--- src/rtl/oport_arb.sv ---
//------------------------------------------------------------------------------
// Module   : oport_arb
// Purpose  : Per-output-port switch allocator. Round-robin arbitration among
//            requesting input ports; wormhole locking until the tail flit.
// Options  : OARB_BYPASS_EN - zero-bubble handoff to the next requester on a
//            tail release (default build inserts one IDLE cycle).
// Revision : 1.0 - initial release
//------------------------------------------------------------------------------
`default_nettype none

module oport_arb #(
  parameter int NREQ = 5,
  parameter int IDXW = 3,
  parameter int CNTW = 8
) (
  input  logic            clk,
  input  logic            rst_,
  input  logic [NREQ-1:0] req,
  input  logic            fire,
  input  logic            tail,
  output logic [NREQ-1:0] grt,
  output logic            lock,
  output logic [IDXW-1:0] owner,
  output logic [CNTW-1:0] flit_cnt,
  output logic            err
);

  localparam logic            c_IDLE = 1'b0;
  localparam logic            c_LOCK = 1'b1;
  localparam logic [IDXW-1:0] c_LAST = IDXW'(NREQ - 1);

  logic            r_state;
  logic [IDXW-1:0] r_owner;
  logic [IDXW-1:0] r_ptr;
  logic [CNTW-1:0] r_cnt;
  logic            r_err;

  logic            w_state_nxt;
  logic [IDXW-1:0] w_owner_nxt;
  logic [IDXW-1:0] w_ptr_nxt;
  logic [CNTW-1:0] w_cnt_nxt;
  logic            w_err_nxt;

  logic [NREQ-1:0] w_own_oh;
  logic [IDXW-1:0] w_ptr_rel;
  logic [CNTW-1:0] w_cnt_inc;
  logic [IDXW-1:0] w_pick_idle;
`ifdef OARB_BYPASS_EN
  logic [NREQ-1:0] w_others;
  logic [IDXW-1:0] w_pick_byp;
`endif

  // Round-robin pick: the set bit with the smallest circular distance from
  // i_start wins, so the scan order is i_start, i_start+1, ... wrapping.
  function automatic logic [IDXW-1:0] f_pick(input logic [NREQ-1:0] i_r,
                                             input logic [IDXW-1:0] i_start);
    logic [IDXW:0]   v_d;
    logic [IDXW:0]   v_best;
    logic [IDXW-1:0] v_sel;
    v_best = '1;
    v_sel  = '0;
    for (int j = 0; j < NREQ; j++) begin
      if (i_r[j]) begin
        if (IDXW'(j) >= i_start)
          v_d = {1'b0, IDXW'(j) - i_start};
        else
          v_d = {1'b0, IDXW'(j)} + (IDXW+1)'(NREQ) - {1'b0, i_start};
        if (v_d < v_best) begin
          v_best = v_d;
          v_sel  = IDXW'(j);
        end
      end
    end
    return v_sel;
  endfunction

  assign w_own_oh    = NREQ'(1) << r_owner;
  assign w_ptr_rel   = (r_owner == c_LAST) ? '0 : r_owner + 1'b1;
  assign w_cnt_inc   = (r_cnt == '1) ? r_cnt : r_cnt + 1'b1;
  assign w_pick_idle = f_pick(req, r_ptr);
`ifdef OARB_BYPASS_EN
  // The ex-owner is masked so it is never re-granted through the bypass path.
  assign w_others    = req & ~w_own_oh;
  assign w_pick_byp  = f_pick(w_others, w_ptr_rel);
`endif

  // State register: all allocator state, asynchronously cleared.
  always_ff @(posedge clk or posedge rst_) begin
    if (rst_) begin
      r_state <= c_IDLE;
      r_owner <= '0;
      r_ptr   <= '0;
      r_cnt   <= '0;
      r_err   <= 1'b0;
    end else begin
      r_state <= w_state_nxt;
      r_owner <= w_owner_nxt;
      r_ptr   <= w_ptr_nxt;
      r_cnt   <= w_cnt_nxt;
      r_err   <= w_err_nxt;
    end
  end

  // Next-state logic: grant, flit counting, release and abort handling.
  always_comb begin
    w_state_nxt = r_state;
    w_owner_nxt = r_owner;
    w_ptr_nxt   = r_ptr;
    w_cnt_nxt   = r_cnt;
    w_err_nxt   = r_err;
    case (r_state)
      c_IDLE: begin
        if (fire)
          w_err_nxt = 1'b1;
        if (|req) begin
          w_state_nxt = c_LOCK;
          w_owner_nxt = w_pick_idle;
          w_cnt_nxt   = '0;
        end
      end
      c_LOCK: begin
        if (fire) begin
          w_cnt_nxt = w_cnt_inc;
          if (tail) begin
            w_state_nxt = c_IDLE;
            w_ptr_nxt   = w_ptr_rel;
`ifdef OARB_BYPASS_EN
            if (|w_others) begin
              w_state_nxt = c_LOCK;
              w_owner_nxt = w_pick_byp;
              w_cnt_nxt   = '0;
            end
`endif
          end
        end else if (~|(req & w_own_oh)) begin
          // Owner withdrew mid-packet without a tail: abort and flag it.
          w_state_nxt = c_IDLE;
          w_ptr_nxt   = w_ptr_rel;
          w_err_nxt   = 1'b1;
        end
      end
      default: w_state_nxt = c_IDLE;
    endcase
  end

  // Outputs: grant derived from state so an async reset drops it at once.
  always_comb begin
    lock     = (r_state == c_LOCK);
    grt      = lock ? w_own_oh : '0;
    owner    = r_owner;
    flit_cnt = r_cnt;
    err      = r_err;
  end

endmodule

`default_nettype wire
--- config.mk ---
export PLATFORM = sky130hd
export DESIGN_NAME = oport_arb
export DESIGN_NICKNAME = d
export VERILOG_FILES = /design/src/rtl/oport_arb.sv
export SDC_FILE = /design/constraint.sdc
export NUM_CORES = 1
export LEC_CHECK = 0
export CORE_UTILIZATION = 50
export CTS_BUF_LIST = sky130_fd_sc_hd__clkbuf_16
export DETAILED_ROUTE_END_ITERATION = 10
export PLACE_DENSITY = 0.86
export SLEW_MARGIN = 10
export SYNTH_ARGS = -nofsm -noshare
export SYNTH_HDL_FRONTEND = slang
export SYNTH_SLANG_ARGS = --single-unit
--- constraint.sdc ---
create_clock -name clk -period 6.3 [get_ports clk]
set_clock_uncertainty 0.05 [all_clocks]
set_input_delay 0.945 -clock clk [delete_from_list [all_inputs] [get_ports clk]]
set_output_delay 0.945 -clock clk [all_outputs]
set_load 0.05 [all_outputs]
[Word-level counts from Yosys, hierarchy flattened]
Cells that the tools add are included.
Operators by class
  $add $sub $neg: 12
  reductions and logical operators: 6
  multiplexer cells: 44
  eq/ne operators: 10
  $lt $le $gt $ge: 10
  bitwise logic cells: 2
  shift operators: 1
Operator list (number)
  2-to-1 mux 4 bit: 18
  2-to-1 mux 3 bit: 10
  2-to-1 mux 8 bit: 3
  < comparator 4 bit: 4
  one-hot mux 8 bit (2 select lines): 1
  inequality test 2 bit (second input constant): 7
  subtractor 3 x 3 -> 4 bit (first input constant): 3
  OR reduction 5 bit: 2
  2-to-1 mux 1 bit: 9
  AND reduction 3 bit: 3
  adder 8 x 1 -> 8 bit (second input constant): 1
  == test 8 bit (second input constant): 1
  subtractor 4 x 3 -> 4 bit (first input constant): 2
  >= comparator 1 x 3 -> 1 bit (first input constant): 2
  >= comparator 2 x 3 -> 1 bit (first input constant): 2
  subtractor 1 x 3 -> 3 bit (first input constant): 2
  subtractor 2 x 3 -> 3 bit (first input constant): 2
  AND 5 bit: 1
  2-to-1 mux 5 bit: 1
  left shift 1 x 3 -> 5 bit (first input constant): 1
  < comparator 4 bit (second input constant): 1
  one-hot mux 1 bit (2 select lines): 2
  adder 3 x 1 -> 3 bit (second input constant): 1
  == test 3 bit (second input constant): 1
  5 further kinds: 5
Storage, ports and cells
  output and inout bits: 18
  register bits after elaboration: 16
  bits of input ports: 9
  logic and storage cells: 90

[Logic depth before layout (Yosys ltp)]
Gate-level depths: netlist (run 1).
  depth in word-level cells: 18
  mapped depth: 35
  gate-level depth less buffers: 34

[Worst setup path after synthesis (run 1)]
OpenSTA, ideal clock, no wires.
  path type: reg-to-reg
  from: register r_ptr[2]
  to: register r_owner[0], in the netlist owner[0]
  path slack: 0.049 ns
  cell stages (with the launch flop): 32
  clock period less this slack: 6.251 ns
  data required time: 6.108 ns
  data arrival time: 6.058 ns
  library setup time: 0.142 ns
  path buffers: 1
  cells stage by stage: dfrtp_1 clkbuf_1 inv_1 ha_1 ha_1 or2_2 a211oi_1 ha_1 nand2b_1 a41o_1 or3_4 and2_2 mux2i_1 inv_1 ha_1 nand2_1 o21ai_0 a31oi_1 o21ai_1 mux2i_1 ha_1 nand2b_1 nand3b_1 o21bai_1 a21oi_2 mux2_2 ha_1 a21o_1 nand2_1 nand4b_1 a21oi_2 a211oi_2
Between the ends
  longest elaborated chain between the ends: 18
  elaborated cells on any way between the ends: 46
  classes of those cells: add/sub (10); order compare (10); mux (26)
Ends and longest elaborated chain
  from (decl): line 34  | logic [IDXW-1:0] r_ptr;
  from (signal assigned): line 98  | r_ptr <= w_ptr_nxt;
  subtractor 3 x 3 -> 4 bit (tied with other cells): line 67  | v_d = {1'b0, IDXW'(j)} + (IDXW+1)'(NREQ) - {1'b0, i_start};
  2-to-1 mux 4 bit: line 64  | if (IDXW'(j) >= i_start)
  2-to-1 mux 4 bit: line 63  | if (i_r[j]) begin
  < comparator 4 bit: line 68  | if (v_d < v_best) begin
  2-to-1 mux 4 bit: line 68
  2-to-1 mux 4 bit: line 63
  < comparator 4 bit: line 68
  2-to-1 mux 4 bit: line 68
  (+2 left out)
  2-to-1 mux 4 bit: line 68
  2-to-1 mux 4 bit: line 63
  < comparator 4 bit: line 68
  2-to-1 mux 4 bit: line 68
  2-to-1 mux 4 bit: line 63
  < comparator 4 bit: line 68
  2-to-1 mux 3 bit: line 68
  2-to-1 mux 3 bit (*): line 63
  to (signal assigned): line 97  | r_owner <= w_owner_nxt;
  to (decl): line 33  | logic [IDXW-1:0] r_owner;
Mark *: on every way between the ends. The rest lies on a longest branch, timed or not. The select of a mux whose other input is x is not followed.
A chain may end at the register's enable or synchronous reset.

[Worst setup path in the final report (run 1)]
  from: register r_ptr[1]
  to: register r_owner[0], in the netlist owner[0]
Same word-level chain as after synthesis.

==> impl_summary.log, run 1 <==
[metrics] run status: complete, but fails checks
[metrics] violations in the final reports: setup timing
[metrics] number of storage elements in the synthesis netlist: 16
[metrics] Setup Crit Path Kind: reg2reg
[metrics] global routing usage summed across all routing layers: 24.8%
[metrics] CP startpoint kind: flop
[metrics] insertion delay to the later sink of the worst-skew pair: 0.25 ns
[metrics] clock transition at the register clock pins on the worst setup and hold paths after CTS: 0.05 ns
[metrics] Top-Level Pins: 27
[metrics] Unique masters post-synth: 59
[metrics] setup slack after layout: -0.0706 ns
[metrics] starting DRC count in detailed routing: 191
[metrics] most used flip-flop cell after synthesis: dfrtp_1
[metrics] cell row count: 22
[metrics] critical path arrival: 6.48 ns
[metrics] number of instances in the synthesized netlist: 241
[metrics] sequential share of the synthesized area: 20.2%
[metrics] area enclosed by the die boundary: 0.00423 mm²
[metrics] total wire length after detailed routing: 5890 µm
[metrics] warnings from Yosys: 0
[metrics] Post-synth EDFFs: 0
[metrics] time the worst path needs with I/O delays and setup: 6.37 ns
[metrics] average routed wire per standard cell: 17.8 µm
[metrics] CTS Root Buffer Type: clkbuf_16
[metrics] via-per-instance ratio: 6.39
[metrics] starting density of the core: 53.1%
[metrics] share of post-route cells with drive strength above 1: 18.7%
[metrics] estimated wirelength of the detail-placed design: 4050 µm
[metrics] die height: 65.0 µm
[metrics] Ant. Diodes: 0
[metrics] weighted congestion reported at the end of routability-driven placement: 0.903
[metrics] Max-slew headroom: 43.9%
[metrics] clock sinks: 16
[metrics] stage delay of the slowest cell on the critical path: 0.37 ns
[metrics] worst hold-check path type: reg2reg
[metrics] # setup viols final: 3
[metrics] number of maximum-capacitance violations: 0
[metrics] number of global-route vias before repair: 1,748
[metrics] remaining design rule violation count: 0
[metrics] most common library cells after synthesis: 29 x ha_1, 21 x nor2_1, 19 x inv_1
[metrics] post-route ant nets: 0
[metrics] Std-Cell Core Area: 0.00374 mm²
[metrics] largest net degree at the start of global routing: 17
[metrics] final hold violation count: 0
[metrics] Horiz. Die Dim: 65.0 µm
[metrics] maximum root-to-sink buffer count: 2
[metrics] TritonCTS buffer count: 3
[metrics] net count after synthesis: 279
[metrics] share of synthesized registers carrying an async set or reset: 100%
[metrics] cell mode on critical path: ha_1
[metrics] vias after detailed routing: 2,115
[metrics] CP required: 6.41 ns
[metrics] combined area of all synthesized cells: 0.00199 mm²
[metrics] max-slew violation count: 0
[metrics] setup tns final: -0.177 ns
[metrics] hold-fix buffers at CTS: 0
[metrics] leading area contributor after synthesis: dfrtp_1
[metrics] number of nets in the layout: 323
[metrics] highest net fanout along the worst path: 11
[metrics] average cell area after synthesis: 8.24 µm²
[metrics] number of H-tree branching levels: 1
[metrics] library cell with the highest instance count after synthesis: ha_1
[metrics] R2R cell count: 28
[metrics] kind of end point of the critical path: flop
[metrics] antenna violations before repair: 0
[metrics] Least-Margin Pin Slew: 0.833 ns
[metrics] cell types occupying the most area after synthesis: dfrtp_1 20%, ha_1 18%, mux2i_1 4.0%, nor2_1 4.0%, inv_1 3.6%
[metrics] number of buffers inserted by port buffering: 26
[metrics] Synth top area share: 20.2%
[metrics] TritonCTS clock tree: done
[metrics] hold path cells: 1
[metrics] fin crit share: 101%
[metrics] Slowest-stage cell, CP: mux2_2
[metrics] GRT Residual Overflow: 0
[metrics] area growth from synthesis to layout: 29.5%
[metrics] First-pass DRT Iterations: 5
[metrics] fmax: 157 MHz
[metrics] global-route wire length before repair: 8110 µm
layout by cell type (no fill, tap or decap), types with 4 or more instances in the layout:
cell and count:
nand3_1 6, and2_1 4, xor2_1 5, and3_1 6, a21oi_1 12, clkdlybuf4s50_1 25
a21oi_2 4, o21ai_0 10, dfrtp_1 16, inv_1 18, mux2i_1 5, nor3_1 6
nor2_1 19, ha_1 28, buf_4 17, nor2b_1 6, a31oi_1 4, nand2_1 14
worst paths after layout:
check / start / to / slack, ns
max in group asynchronous: rst_ / flit_cnt[3]$_DFFE_PP0P_ / 4.76
worst min register to register: err$_DFFE_PP0P_ / err$_DFFE_PP0P_ / 0.41
worst max-delay path: r_ptr[1]$_DFFE_PP0P_ / owner[0]$_DFFE_PP0P_ / -0.07
worst min-delay path: err$_DFFE_PP0P_ / err$_DFFE_PP0P_ / 0.41
min in group asynchronous: rst_ / err$_DFFE_PP0P_ / 1.03
worst max register to register: r_ptr[1]$_DFFE_PP0P_ / owner[0]$_DFFE_PP0P_ / -0.07
registers in the layout, indices dropped and copies added (netlist names):
signal and flops:
r_ptr 3, err 1, flit_cnt 8, owner 3, lock 1
per-stage QoR:
step | hold WS, ns | std cells | area (µm²) | setup WS (ns) | utilization (%)
floorplan | 0.637 | 241 | 1990 | 0.0495 | -
global placement | 0.405 | 320 | 2350 | 0.0433 | 62.7
detailed placement | 0.404 | 320 | 2350 | -0.204 | 62.7
CTS | 0.412 | 323 | 2430 | 0.0375 | 64.8
global route | 0.429 | 331 | 2570 | -0.306 | 68.7
finish | 0.412 | 331 | 2570 | -0.0706 | 68.7
worst max-delay path: cells and delay by family (launching register included):
kind | cells | cell delay [ns]
AO/OA/AOI/OAI | 10 | 1.83
adder cells (fa/ha/maj) | 6 | 1.61
buffers and inverters | 3 | 0.32
flip-flops | 1 | 0.36
multiplexers | 4 | 1.20
AND/OR/NAND/NOR | 5 | 0.91
kinds of logic (layout without fill, tap and decap cells):
logic type | count (synthesis) | count (layout) | share of synthesized area [%]
fa+ha+maj | 29 | 29 | 18.3
mux | 10 | 10 | 5.16
buf+inv | 24 | 66 | 5.35
xor+xnor | 6 | 6 | 2.64
simple gates | 85 | 85 | 22.7
flops | 16 | 16 | 20.2
compound gates | 71 | 71 | 25.7
repair_timing:
action | CTS | global route
resized for setup | 1 | 18
pin swaps | 0 | 2
buffers inserted | 0 | 8
setup endpoints to repair | 1 | 3
final cells by class:
cell class	instances	area, µm²
timing repair buffer	44	410
sequential	16	400
inverter	19	75.1
tap	48	60.1
clock buffer	3	75.1
fill	277	1170
multi-input combinational	201	1550
per-layer routing:
metal	wire length [µm]	vias up	global-route usage (%)
met5	0	-	0
met4	125	0	3.80
met3	358	21	4.23
met1	2570	1019	33.6
li1	-	978	-
met2	2840	97	41.8
Power of run 1 is not shown: default switching activity piles up to over one toggle a cycle in this logic, so the estimate is an artifact.
==> run 2, diff against run 1 <==
Settings changed: CORE_UTILIZATION 50 to 56, PLACE_DENSITY 0.86 to 0.9.
Clock period 6.3 ns to 6.2 ns, I/O delays scaled along.
==> run 2 against run 1 <==
Net effect:
- the flow still finishes with violations (setup timing)
- register-to-register slack worse by 0.096 ns
- clock-buffer cell count unchanged
- via count up 6.8%
- wire length up 18%
- fmax about the same
- first-iteration DRC count down 23%
- non-clock buffer count up 6
- critical endpoint unchanged
==> impl_summary.log, run 2 (synthesis gave the netlist of run 1 again) <==
[metrics] Std-Cell Core Area: 0.00336 mm² (was 0.00374 mm²)
[metrics] number of global-route vias before repair: 1,927 (was 1,748)
[metrics] insertion delay to the later sink of the worst-skew pair: 0.25 ns (about the same)
[metrics] fin crit share: 103% (was 101%)
[metrics] multi-input combinational cell area: 0.00162 mm² (was 0.00155 mm²)
[metrics] vias after detailed routing: 2,258 (was 2,115)
[metrics] most frequent cells in the layout: 26 x clkdlybuf4s50_1, 24 x ha_1, 23 x buf_4 (was 28 x ha_1, 25 x clkdlybuf4s50_1, 19 x nor2_1)
[metrics] clock transition at the register clock pins on the worst setup and hold paths after CTS: 0.05 ns (about the same)
[metrics] Ant. Diodes: 0 (unchanged)
[metrics] final hold violation count: 0 (unchanged)
[metrics] Top delay family on crit path: compound AO/OA/AOI/OAI gates (unchanged)
[metrics] highest net fanout along the worst path: 11 (unchanged)
[metrics] antenna violations before repair: 0 (unchanged)
[metrics] flip-flop count of the largest register, all copies and words added: 8 (unchanged)
[metrics] CTS Root Buffer Type: clkbuf_16 (unchanged)
[metrics] starting density of the core: 59.1% (was 53.1%)
[metrics] area enclosed by the die boundary: 0.00379 mm² (was 0.00423 mm²)
[metrics] fmax: 157 MHz (about the same)
[metrics] number of H-tree branching levels: 1 (unchanged)
[metrics] number of maximum-capacitance violations: 0 (unchanged)
[metrics] stage delay of the slowest cell on the critical path: 0.39 ns (was 0.37 ns)
[metrics] clock sinks: 16 (unchanged)
[metrics] Fill cells: 198 (was 277)
[metrics] die height: 61.6 µm (was 65.0 µm)
[metrics] violations in the final reports: setup timing (unchanged)
[metrics] global routing usage summed across all routing layers: 31.8% (was 24.8%)
[metrics] remaining design rule violation count: 0 (unchanged)
[metrics] Max-slew headroom: 39.4% (was 43.9%)
[metrics] area growth from synthesis to layout: 34.5% (was 29.5%)
[metrics] cell row count: 21 (was 22)
[metrics] largest net degree at the start of global routing: 17 (unchanged)
[metrics] setup slack after layout: -0.166 ns (was -0.0706 ns)
[metrics] First-pass DRT Iterations: 7 (was 5)
[metrics] final non-filler cell total: 336 (was 331)
[metrics] weighted congestion reported at the end of routability-driven placement: 0.945 (was 0.903)
[metrics] Least-Margin Pin Slew: 0.899 ns (was 0.833 ns)
[metrics] max-slew violation count: 0 (unchanged)
[metrics] Setup Crit Path Kind: reg2reg (unchanged)
[metrics] GRT Residual Overflow: 0 (unchanged)
[metrics] kind of end point of the critical path: flop (unchanged)
[metrics] crit path buf inv count: 3 (unchanged)
[metrics] worst hold-check path type: reg2reg (unchanged)
[metrics] average routed wire per standard cell: 20.7 µm (was 17.8 µm)
[metrics] CP startpoint kind: flop (unchanged)
[metrics] estimated wirelength of the detail-placed design: 4370 µm (was 4050 µm)
[metrics] number of placed instances, taps included: 324 (was 320)
[metrics] CP required: 6.25 ns (was 6.41 ns)
[metrics] number of buffers inserted by port buffering: 26 (unchanged)
[metrics] hold path cells: 1 (unchanged)
[metrics] maximum root-to-sink buffer count: 2 (unchanged)
[metrics] Slowest-stage cell, CP: dfrtp_1 (was mux2_2)
[metrics] via-per-instance ratio: 6.72 (was 6.39)
[metrics] critical path arrival: 6.42 ns (was 6.48 ns)
[metrics] share of post-route cells with drive strength above 1: 22.4% (was 18.7%)
[metrics] number of nets in the layout: 329 (was 323)
[metrics] TritonCTS clock tree: done (unchanged)
[metrics] Sequential cell area: 402 µm² (was 400 µm²)
[metrics] run status: complete, but fails checks (unchanged)
[metrics] post-route ant nets: 0 (unchanged)
[metrics] total wire length after detailed routing: 6960 µm (was 5890 µm)
[metrics] # setup viols final: 3 (unchanged)
[metrics] Top-Level Pins: 27 (unchanged)
[metrics] Horiz. Die Dim: 61.6 µm (was 65.0 µm)
[metrics] number of logic stages on the critical path including buffering: 33 (was 28)
[metrics] TritonCTS buffer count: 3 (unchanged)
[metrics] time the worst path needs with I/O delays and setup: 6.37 ns (about the same)
[metrics] starting DRC count in detailed routing: 147 (was 191)
[metrics] R2R cell count: 33 (was 28)
[metrics] most common cell after layout, fill and taps aside: clkdlybuf4s50_1 (was ha_1)
[metrics] global-route wire length before repair: 8830 µm (was 8110 µm)
## run 2: per-stage QoR
step           utilization (%)  area, µm²  hold slack (ns)  worst slack (ns)  TNS [ns]
3_5_place_dp              71.1       2390            0.452           -0.0862    -0.199
6_report                  79.5       2670            0.467            -0.166    -0.433
3_3_place_gp              71.1       2390            0.420             0.109         0
4_1_cts                   73.7       2480            0.473            0.0482         0
5_1_grt                   79.5       2670            0.472            -0.247    -0.680
2_1_floorplan                -       1990            0.637            0.0843         0
## run 2: repair_timing
item / 4_1_cts / 5_1_grt
setup buffers: 0 / 8
resized for setup: 3 / 31
setup endpoints to repair: 3 / 3
hold buffers: 0 / 0
pin swaps: 0 / 11
## run 2: final timing paths
path / from / end / slack [ns]
max: r_ptr[1]$_DFFE_PP0P_ / owner[0]$_DFFE_PP0P_ / -0.17
min: err$_DFFE_PP0P_ / err$_DFFE_PP0P_ / 0.47
max reg2reg: r_ptr[1]$_DFFE_PP0P_ / owner[0]$_DFFE_PP0P_ / -0.17
min reg2reg: err$_DFFE_PP0P_ / err$_DFFE_PP0P_ / 0.47
max in group asynchronous: rst_ / r_ptr[0]$_DFFE_PP0P_ / 4.61
min in group asynchronous: rst_ / flit_cnt[0]$_DFFE_PP0P_ / 1.03
## run 2: area by class of cell
type / count / share of cell area, %
Clock buffer: 3 / 2.81
Sequential cell: 16 / 15.0
Multi-Input combinational cell: 201 / 60.6
Tap cell: 46 / 2.15
Inverter: 19 / 2.67
Clock inverter: 1 / 0.140
Timing Repair Buffer: 50 / 16.6
## run 2: per-layer routing
metal / vias to the layer above / global-route usage [%] / share of wire (%)
met5: - / 0 / 0
met4: 0 / 14.0 / 7.2
met3: 62 / 5.88 / 8.4
met2: 159 / 56.1 / 48
met1: 1046 / 37.5 / 37
li1: 991 / - / -
Power of run 2 is left out for the same reason.
